### src/rtl/proc_pkg.sv
// Shared processor definitions: opcodes, fetch FSM states and instruction field positions.
package proc_pkg;

  localparam logic [2:0] OP_LW  = 3'b000;
  localparam logic [2:0] OP_SW  = 3'b001;
  localparam logic [2:0] OP_ADD = 3'b010;
  localparam logic [2:0] OP_BEQ = 3'b011;
  localparam logic [2:0] OP_J   = 3'b100;
  localparam logic [2:0] OP_SLT = 3'b101;
  localparam logic [2:0] OP_HLT = 3'b111;

  typedef enum logic [2:0] {
    ST_IDLE   = 3'd0,
    ST_FETCH  = 3'd1,
    ST_ISSUE  = 3'd2,
    ST_EXEC   = 3'd3,
    ST_HALTED = 3'd4
  } fetch_state_t;

  localparam int OPC_MSB = 15;
  localparam int OPC_LSB = 13;
  localparam int OFF_MSB = 6;
  localparam int OFF_LSB = 0;
  localparam int OFF_W   = OFF_MSB - OFF_LSB + 1;

endpackage

### src/rtl/proximo_pc.sv
// Next-PC selection: Halt > Salto > Beq&zero > pc+1, all modulo 2^PC_W.
// Purely combinational.
module proximo_pc
  import proc_pkg::*;
#(
  parameter int PC_W = 8
) (
  input  logic [PC_W-1:0] pc,
  input  logic [15:0]     instr,
  input  logic            halt,
  input  logic            beq,
  input  logic            salto,
  input  logic            zero,
  output logic [PC_W-1:0] next_pc
);

  // Extend to the full word first so narrow PC widths (below 7 bits) still truncate cleanly.
  logic [15:0] off_ext;
  assign off_ext = {{(16-OFF_W){instr[OFF_MSB]}}, instr[OFF_MSB:OFF_LSB]};

  logic unused_bits;
  assign unused_bits = &{1'b0, instr[15:PC_W], off_ext[15:PC_W]};

  always_comb begin
    next_pc = pc + PC_W'(1);
    if (halt)
      next_pc = pc;
    else if (salto)
      next_pc = instr[PC_W-1:0];
    else if (beq && zero)
      next_pc = pc + PC_W'(1) + off_ext[PC_W-1:0];
  end

endmodule

### src/rtl/busca_instrucao.sv
// Instruction fetch stage: PC, req/ack fetch, instruction register and next-PC update.
// Optional FETCH_COUNT_EN adds the instr_count issued-instruction counter port.
module busca_instrucao
  import proc_pkg::*;
#(
  parameter int              PC_W     = 8,
  parameter logic [PC_W-1:0] RESET_PC = '0
) (
  input  logic            clock,
  input  logic            reset,
  output logic [PC_W-1:0] imem_addr,
  output logic            imem_req,
  input  logic            imem_ack,
  input  logic [15:0]     imem_data,
  output logic [15:0]     instr,
  output logic [2:0]      OpCode,
  output logic            instr_valid,
  input  logic            exec_done,
  input  logic            Halt,
  input  logic            Beq,
  input  logic            Salto,
  input  logic            zero,
  output logic [PC_W-1:0] pc,
  output logic            halted
`ifdef FETCH_COUNT_EN
  ,
  output logic [15:0]     instr_count
`endif
);

  fetch_state_t    state, state_nxt;
  logic [PC_W-1:0] pc_nxt;

  proximo_pc #(.PC_W(PC_W)) u_proximo_pc (
    .pc      (pc),
    .instr   (instr),
    .halt    (Halt),
    .beq     (Beq),
    .salto   (Salto),
    .zero    (zero),
    .next_pc (pc_nxt)
  );

  always_comb begin
    state_nxt = state;
    case (state)
      ST_IDLE:   state_nxt = ST_FETCH;
      ST_FETCH:  if (imem_ack) state_nxt = ST_ISSUE;
      ST_ISSUE:  state_nxt = ST_EXEC;
      ST_EXEC:   if (exec_done) state_nxt = Halt ? ST_HALTED : ST_FETCH;
      ST_HALTED: state_nxt = ST_HALTED;
      default:   state_nxt = ST_IDLE;
    endcase
  end

  // Status outputs are flopped from the next state so they line up with the state register.
  always_ff @(posedge clock or posedge reset) begin
    if (reset) begin
      state       <= ST_IDLE;
      pc          <= RESET_PC;
      instr       <= 16'h0000;
      imem_req    <= 1'b0;
      instr_valid <= 1'b0;
      halted      <= 1'b0;
    end else begin
      state       <= state_nxt;
      imem_req    <= (state_nxt == ST_FETCH);
      instr_valid <= (state_nxt == ST_ISSUE);
      halted      <= (state_nxt == ST_HALTED);
      if (state == ST_FETCH && imem_ack)
        instr <= imem_data;
      if (state == ST_EXEC && exec_done)
        pc <= pc_nxt;
    end
  end

`ifdef FETCH_COUNT_EN
  always_ff @(posedge clock or posedge reset) begin
    if (reset)
      instr_count <= 16'h0000;
    else if (state == ST_ISSUE)
      instr_count <= instr_count + 16'h0001;
  end
`endif

  assign imem_addr = pc;
  assign OpCode    = instr[OPC_MSB:OPC_LSB];

endmodule

### config.mk
export PLATFORM = sky130hd
export DESIGN_NAME = busca_instrucao
export DESIGN_NICKNAME = d
export VERILOG_FILES = /design/src/rtl/proc_pkg.sv /design/src/rtl/proximo_pc.sv /design/src/rtl/busca_instrucao.sv
export SDC_FILE = /design/constraint.sdc
export NUM_CORES = 1
export LEC_CHECK = 0
export CAP_MARGIN = 25
export CELL_PAD_IN_SITES_DETAIL_PLACEMENT = 0
export CELL_PAD_IN_SITES_GLOBAL_PLACEMENT = 1
export CORE_MARGIN = 4
export CORE_UTILIZATION = 35
export DETAILED_ROUTE_END_ITERATION = 8
export HOLD_SLACK_MARGIN = 0.05
export PLACE_DENSITY = 0.87
export SYNTH_ARGS = -nofsm -noshare
export SYNTH_HDL_FRONTEND = slang
export SYNTH_HIERARCHICAL = 1
export SYNTH_SLANG_ARGS = --single-unit
### constraint.sdc
create_clock -name clock -period 2.9 [get_ports clock]
set_input_delay 0.29 -clock clock [delete_from_list [all_inputs] [get_ports clock]]
set_output_delay 0.29 -clock clock [all_outputs]
set_load 0.02 [all_outputs]
After elaboration in Yosys (flattened, before gate mapping)
Index checks and enable logic that the tools add are counted.
{ "word_totals": {"register_bits": 30, "latch_bits": 0, "ram_bits": 0, "romBits": 0, "inputBits": 24, "elab_cells": 27, "memories": 0} }
{ "op_classes": {"add_sub_neg": 2, "multipliers": 0, "div": 0, "n_lt_le_gt_ge": 0, "eq_ne": 7, "shifts": 0, "muxes": 6, "bitwise_logic": 1, "reduce_logical": 5} }
{ "ops": {"columns": ["cell", "count"], "rows": [
  ["two-way mux 8 bit", 2],
  ["case mux 3 bit (5 select lines)", 1],
  ["equality test 3 x 2 -> 1 bit, second input constant", 3],
  ["two-way mux 3 bit", 3],
  ["adder 8 x 1 -> 8 bit, second input constant", 1],
  ["adder 8 bit", 1],
  ["equality test 3 x 1 -> 1 bit, second input constant", 2],
  ["equality test 3 bit, second input constant", 2],
  ["logical AND 1 bit", 3],
  ["logical NOT 3 bit", 1],
  ["AND reduction 2 bit", 1],
  ["NOT 1 bit", 1]
]} }

Longest topological paths before layout
Gate-level depths: netlist of the first run.
{ "depth": {"depth_word": 4, "depth_mapped": 10, "ltp_nobuf": 10} }

Modules after synthesis
The synthesis of the first run kept the hierarchy.
{ "by_module_without_submodules": {"columns": ["mod", "instances", "cells_per_inst", "area_each_um2"], "rows": [
  ["busca_instrucao", 1, 84, 1305.0],
  ["proximo_pc", 1, 99, 649.4]
]} }

Least setup slack after synthesis of the first run
No wires, ideal clock.
{ "synth_path": {"kind": "flip-flop to flip-flop", "from": "register pc[1], in the netlist imem_addr[1]", "to": "register pc[5], in the netlist imem_addr[5]", "setup_time_ns": 0.125, "arrival_ns": 2.365, "t_required_ns": 2.775, "setup_slack_ns": 0.410, "stages_incl_launch_ff": 11, "n_path_buf": 0, "synth_period_minus_slack_ns": 2.490, "path_cell_list": "dfrtp_1 ha_1 nand3_1 xnor2_1 ha_1 a21oi_1 nand3_1 xor2_1 a211oi_1 o31ai_2 mux2_2"} }
{ "synth_between": {"elab_chain_cells": 4} }
{ "synth_lines": {"columns": ["item", "line_no", "rtl"], "rows": [
  ["from (decl)", "busca_instrucao.sv:23", "output logic [PC_W-1:0] pc,"],
  ["from (signal assigned)", "busca_instrucao.sv:73", "pc <= pc_nxt;"],
  ["adder 8 x 1 -> 8 bit *", "proximo_pc.sv:25, proximo_pc.sv:31", null],
  ["adder 8 bit", "proximo_pc.sv:31", "next_pc = pc + PC_W'(1) + off_ext[PC_W-1:0];"],
  ["two-way mux 8 bit *", "proximo_pc.sv:30", "else if (beq && zero)"],
  ["two-way mux 8 bit *", "proximo_pc.sv:28", "else if (salto)"]
]} }
Mark *: on every way between the ends. The rest lies on a longest branch, timed or not.
A chain may end at the register's enable or synchronous reset.

Final worst setup path of the first run
{ "layout_path": {"from": "register pc[0], in the netlist imem_addr[0]", "to": "register pc[7], in the netlist imem_addr[7]"} }
The elaborated chain is that of the path after synthesis.

==> results of run 1 <==
registers in the layout (all words and copies together) (netlist names):
name and cells:
instr 16, imem_addr 8, state 3, halted 1
imem_req 1, instr_valid 1
cells in the final DEF, fill, tap and decap left out, types with 7 or more instances in the layout:
cell type         n
ha_1              9
nand2_1          13
a21oi_1          13
o21ai_0           8
dfrtp_1          30
mux2_2           16
nand3_1           8
xnor2_1           7
mux2_4            9
clkdlybuf4s50_1  61
layout make-up:
type	count	area share (%)
tap	70	3.36
multi-input combinational	129	39.6
timing repair buffer	64	24.3
sequential	30	28.8
inverter	6	0.863
clock buffer	6	3.17
worst paths after layout:
kind | depth (start not counted) | from | end
max reg2reg | 10 | imem_addr[0] | imem_addr[7]
min in group clock | 1 | state[2] | imem_req
max in group asynchronous | 3 | reset | instr[14]
max | 10 | imem_addr[0] | imem_addr[7]
min | 3 | reset | instr[15]
min reg2reg | 1 | state[2] | imem_req
power by group through the flow:
stage	registers (mW)	logic (mW)	clock network, mW
floorplan	0.426	0.0250	0
global placement	0.426	0.0669	0
detailed placement	0.426	0.0675	0
CTS	0.419	0.0679	0.338
global route	0.418	0.0739	0.360
finish	0.419	0.0664	0.327
layer usage:
layer / vias up / part of all wire, %
li1: 749 / -
met1: 709 / 44
met2: 44 / 48
met3: 2 / 7.3
met4: 0 / 0.68
met5: - / 0
logic make-up after synthesis:
| kind of cell | share of synthesized area [%] |
|---|---|
| DFF | 38.4 |
| muxes | 17.2 |
| AOI/OAI and AO/OA | 11.9 |
| and+or+nand+nor | 11.6 |
| adders and majority gates | 6.79 |
| buffers and inverters | 8.77 |
| xor gates and xnor gates | 5.38 |
tightest hold or removal path, stage by stage:
cell,delay (ps)
clkdlybuf4s50_1,400
inv_1,50
buf_4,350
==> summary.md, run 1 <==
| Metric | Value |
|---|---|
| Status | `complete, no violations` |
| Largest net degree at the start of global routing | `31` |
| Fill cells | `512` |
| Total Nets Final | `270` |
| Die area | `6840 µm²` |
| Die H | `82.7 µm` |
| Mapped Area | `1950 µm²` |
| Chip width | `82.7 µm` |
| Post-Route Utilization | `49.5%` |
| Met2 Track Usage GR | `22.0%` |
| Total GRT Usage | `13.7%` |
| Mapped Cells | `183` |
| ANT nets after route | `0` |
| Most common cell on crit path | `ha_1` |
| Fin area | `2610 µm²` |
| Top cell type by total area after synthesis | `dfrtp_1` |
| Max Clk Rate | `0.395 GHz` |
| Most frequent cell after synthesis | `dfrtp_1` |
| Pwr Density | `311 nW/µm²` |
| Initial drt markers | `63` |
| Routed WL | `4.41 mm` |
| Synth Area per Inst | `10.7 µm²` |
| Syn_nets | `217` |
| Met3 Use GR | `4.99%` |
| Leak | `1.19 nW` |
| Worst Setup End Kind | `flop` |
| Distinct cells, synth | `43` |
| Antenna violations before repair | `0` |
| Net switching power | `0.174 mW` |
| Met1 Use GR | `17.2%` |
| Setup bufs post-CTS | `0` |
| Worst Path Required | `3060 ps` |
| Busiest grt layer | `met2` |
| PortBufs | `61` |
| FP Rows | `26` |
| CTS root buf | `clkbuf_8` |
| First-pass GRT wire length | `7.00 mm` |
| Post-Layout Cell Count | `305` |
| Hold Worst Slack | `397 ps` |
| Most used DFF post-synth | `dfrtp_1` |
| GP Congestion | `0.848` |
| Ant diodes | `0` |
| RSZ-0062 raised after global routing | `false` |
| Peak supply drop | `215 µV` |
| Startpoint Class | `flop` |
| Placed cell areas | `2530 µm²` |
| Slowest stage delay, CP | `450 ps` |
| Commonest cells post-synth | `dfrtp_1, mux2_2, a21oi_1, nand2_1, buf_4` |
| Share of layout cells above drive strength 1 | `16.2%` |
| Slew @ Worst Pin | `621 ps` |
| Dpl ws | `385 ps` |
| Sequential cell area fraction in the yosys report | `38.4%` |
| First drt pass iteration count | `4` |
| Clock skew | `2.52 ps` |
| Setup TNS after final layout | `0 ps` |
| CTS tree | `yes` |
| Synth warn | `6` |
| Total power | `0.812 mW` |
| Hold Buf Count CTS | `0` |
| Count of clock tree sinks | `30` |
| CP max-delay cell | `dfrtp_1` |
| Slew Limit Fails | `0` |
| Switching Fraction | `21.4%` |
| Via-to-Cell Ratio | `4.93` |
| Cell Count Post-Placement | `299` |
| Clk pwr share | `40.2%` |
| Max cap viols | `0` |
| Slew headroom | `58.5%` |
| Worst-skew pair later-pin latency | `270 ps` |
| Final Setup Violations | `0` |
| Final worst slack | `368 ps` |
| Final hold vios | `0` |
| CP top delay family | `adder cells` |
| Clk slew on worst S/H paths | `60 ps` |
| Crit Path Category | `flop to flop` |
| Comb power frac | `8.2%` |
| Type of the most critical hold path | `input port to async pin` |
| Cell chain of the critical path | `ha_1, nand3_1, nor2_1, xor2_1, ha_1, a21o_1, a31oi_1, xnor2_1, o21ai_1, mux2_2` |
| Area Overhead vs Synth | `33.5%` |
| Vias in the first global route | `1489` |
| Final min period | `2530 ps` |
| Largest cells by area after synthesis | `dfrtp_1, mux2_2, mux2_4, ha_1, buf_4` |
| Cts repair resizes | `0` |
| Total gr overflow | `0` |
| Buffers & Inverters on Critical Path | `0` |
| Seq pwr share | `51.6%` |
| Initial Util | `37.1%` |
| Core area | `5270 µm²` |
| Async set-reset flop share out of synthesis | `100%` |
| Register area | `751 µm²` |
| Worst reg2reg setup slack | `370 ps` |
| Drt drc | `0` |
| Max FO, Critical Path | `8` |
| Vias | `1504` |
| Internal Power | `0.638 mW` |
| Num CTS Buffers | `5` |
| CP Data Arrival Time | `2690 ps` |
| Multi-input gate area | `1030 µm²` |
| Routed WL per cell | `14.5 µm` |
| CTS H-tree lvls | `2` |
| Post-synth EDFFs | `0` |
| Clock Tree Buf Depth | `2` |
| Final Cycle Share | `87.3%` |
| DP HPWL | `3.34 mm` |
| Post-synth top area share | `38.4%` |
| Io pins | `62` |
| FF+latch count, synth | `30` |
(Power assumes the default switching activity.)
==> run 2: changes to the inputs <==
Settings changed: ABC_AREA from default to 1, CORE_UTILIZATION 35 to 34, PLACE_DENSITY 0.87 to 0.89.
==> run 2 against run 1 <==
Worst hold slack lost 19 ps. Register-to-register slack improved by 80 ps. Core utilization shrank 3.1 points. First-iteration DRC count increased by 71%. Highest routed layer unchanged. Via count up 27%. Synthesized cell count grew 51%. Combinational power up 9.0%. Largest cell class unchanged. Critical path type unchanged. Cell count rose by 33%. Setup slack better by 85 ps. Flip-flop and latch count stayed put. Count of clock-buffer cells in the layout stayed put.
==> summary.md, run 2 <==
| Metric | Value |
|---|---|
| CTS H-tree lvls | `2 (unchanged)` |
| Crit Path Category | `flop to flop` |
| Startpoint Class | `flop` |
| Synth warn | `6 (unchanged)` |
| Initial Util | `35.1% (-2.0 points)` |
| Ant diodes | `0 (unchanged)` |
| ANT nets after route | `0 (unchanged)` |
| Clock Tree Buf Depth | `2 (unchanged)` |
| CTS root buf | `clkbuf_8` |
| Slew Limit Fails | `0 (unchanged)` |
| Area Overhead vs Synth | `32.2%` |
| RSZ-0062 raised after global routing | `false` |
| Most frequent cell after synthesis | `nand2_1` |
| Final hold vios | `0 (unchanged)` |
| Die H | `86.2 µm (+4.2%)` |
| Die area | `7430 µm² (+8.6%)` |
| CP Data Arrival Time | `2660 ps (-30 ps)` |
| Fill cells | `584 (+14%)` |
| Async set-reset flop share out of synthesis | `100% (unchanged)` |
| Post-synth top area share | `36.1% (-2.3 points)` |
| Max cap viols | `0 (unchanged)` |
| Hold Buf Count CTS | `0 (unchanged)` |
| Commonest cells post-synth | `nand2_1, dfrtp_1, inv_1` |
| Routed WL per cell | `12.7 µm (-13%)` |
| CTS tree | `yes` |
| Internal Power | `0.645 mW (+1.1%)` |
| Drt drc | `0 (unchanged)` |
| Num CTS Buffers | `5 (unchanged)` |
| Slew @ Worst Pin | `536 ps (-84.2 ps)` |
| Core area | `5920 µm² (+12%)` |
| Syn_nets | `310 (+43%)` |
| Distinct cells, synth | `31 (-28%)` |
| Chip width | `86.2 µm (+4.2%)` |
| Status | `complete, no violations` |
| Max Clk Rate | `0.409 GHz (+3.5%)` |
| Vias | `1914 (+27%)` |
| Share of layout cells above drive strength 1 | `14.5% (-1.6 points)` |
| Setup TNS after final layout | `0 ps (unchanged)` |
| Initial drt markers | `108 (+71%)` |
| Setup bufs post-CTS | `0 (unchanged)` |
| Max reg flops | `16 (unchanged)` |
| Io pins | `62 (unchanged)` |
| PortBufs | `61 (unchanged)` |
| Cts repair resizes | `0 (unchanged)` |
| First drt pass iteration count | `4 (unchanged)` |
| Largest cells by area after synthesis | `dfrtp_1, nand2_1, ha_1, inv_1, buf_4` |
| Post-synth EDFFs | `0 (unchanged)` |
| Worst Setup End Kind | `flop` |
| Comb power frac | `8.4% (+0.2 points)` |
| Vias in the first global route | `1797 (+21%)` |
| Total Nets Final | `363 (+34%)` |
| Clk slew on worst S/H paths | `70 ps (about the same)` |
| Sequential cell area fraction in the yosys report | `36.1% (-2.3 points)` |
| Post-Layout Cell Count | `405 (+33%)` |
| Worst-skew pair later-pin latency | `290 ps (+20 ps)` |
| Antenna violations before repair | `0 (unchanged)` |
| DP HPWL | `3.89 mm (+17%)` |
| Routed WL | `5.13 mm (+16%)` |
| Pwr Density | `312 nW/µm² (+0.28%)` |
| GP Congestion | `0.891 (+5.0%)` |
| Largest Register | `instr` |
| Clock skew | `5.58 ps (+3.06 ps)` |
| Clk pwr share | `42.8% (+2.6 points)` |
| Most common cell after layout, fill and taps aside | `nand2_1` |
| FF+latch count, synth | `30 (unchanged)` |
| Final Setup Violations | `0 (unchanged)` |
| Seq pwr share | `48.8% (-2.8 points)` |
| Leak | `1.38 nW (+16%)` |
| Most used DFF post-synth | `dfrtp_1` |
| First-pass GRT wire length | `8.48 mm (+21%)` |
| Synth Area per Inst | `7.53 µm² (-29%)` |
| Final min period | `2450 ps (-85.0 ps)` |
| Count of clock tree sinks | `30 (unchanged)` |
| Mapped Area | `2080 µm² (+6.4%)` |
| Largest net degree at the start of global routing | `31 (unchanged)` |
| Mapped Cells | `276 (+51%)` |
| Top cell type by total area after synthesis | `dfrtp_1` |
| Slew headroom | `64.1% (+5.6 points)` |
| Final Cycle Share | `84.4% (-2.9 points)` |
| FP Rows | `28 (+7.7%)` |
| Total gr overflow | `0 (unchanged)` |
| Highest-count cells in the layout ignoring fill and taps | `nand2_1, clkdlybuf4s50_1, dfrtp_1` |
| Total power | `0.858 mW (+5.7%)` |
| Cell Count Post-Placement | `397 (+33%)` |
| Switching Fraction | `24.8% (+3.4 points)` |
| Max FO, Critical Path | `7 (-1)` |
| Worst Path Required | `3120 ps (+60 ps)` |
| Type of the most critical hold path | `input port to async pin` |
| Via-to-Cell Ratio | `4.73 (-4.2%)` |
| Peak supply drop | `209 µV (-2.8%)` |
| Net switching power | `0.213 mW (+23%)` |
| Total GRT Usage | `14.5% (+0.80 points)` |
-- run 2: stage by stage --
step	instance area [µm²]	worst slack [ps]	hold WS (ps)	utilization, %
5_1_grt	2750	116	426	46.4
3_5_place_dp	2650	501	466	44.8
3_3_place_gp	2650	530	461	44.8
6_report	2750	453	377	46.4
4_1_cts	2750	478	392	46.4
2_1_floorplan	2080	561	381	-
-- run 2: final cells by class --
| type | instances | area (µm²) | share of cell area (%) |
|---|---|---|---|
| Clock buffer | 6 | 82.6 | 3.00 |
| Clock inverter | 2 | 12.5 | 0.455 |
| Inverter | 32 | 126 | 4.60 |
| Multi-Input combinational cell | 198 | 1060 | 38.7 |
| Sequential cell | 30 | 751 | 27.3 |
| Tap cell | 75 | 93.8 | 3.41 |
| Timing Repair Buffer | 62 | 618 | 22.5 |
-- run 2: kinds of logic (layout without fill, tap and decap cells) --
logic type / after synthesis / count (layout) / synth area share (%)
AO/OA/AOI/OAI: 38 / 38 / 11.4
AND/OR/NAND/NOR: 145 / 145 / 31.3
adder cells (fa/ha/maj): 10 / 10 / 6.38
flip-flops: 30 / 30 / 36.1
XOR/XNOR: 5 / 5 / 2.11
buffers and inverters: 48 / 102 / 12.7
-- run 2: critical path: stages, from the launching register on --
cell	delay [ps]
dfrtp_1	460
ha_1	200
nand2_1	80
nor2_1	120
nand2_1	70
xor2_1	180
inv_1	70
ha_1	320
nand2_1	100
inv_1	40
nand2_1	50
nand2_1	40
a21oi_1	160
inv_1	60
nand2_1	60
nand3_1	60
nand2_1	60
nand2_1	40
nand2_1	50
inv_1	50
o21ai_2	110
-- run 2: power groups by stage --
stage | clock network [mW] | logic [mW] | registers [mW]
2_1_floorplan | 0 | 0.0315 | 0.426
3_3_place_gp | 0 | 0.0731 | 0.426
3_5_place_dp | 0 | 0.0734 | 0.426
4_1_cts | 0.377 | 0.0738 | 0.418
5_1_grt | 0.405 | 0.0801 | 0.418
6_report | 0.367 | 0.0724 | 0.418
-- run 2: path summary, 6_finish.rpt --
kind	from	endpoint	slack, ps	cells past startpoint
max reg2reg	imem_addr[1]	imem_addr[7]	450	20
min reg2reg	instr[10]	instr[10]	490	2
min	reset	imem_addr[0]	380	3
min in group clock	instr[10]	instr[10]	490	2
max	imem_addr[1]	imem_addr[7]	450	20
max in group asynchronous	reset	instr[10]	2240	3
-- run 2: layer usage --
layer / global-route usage, % / part of all wire [%]
met1: 18.9 / 45
met5: 0 / 0
met2: 22.8 / 47
met4: 4.82 / 1.3
met3: 4.94 / 7.3
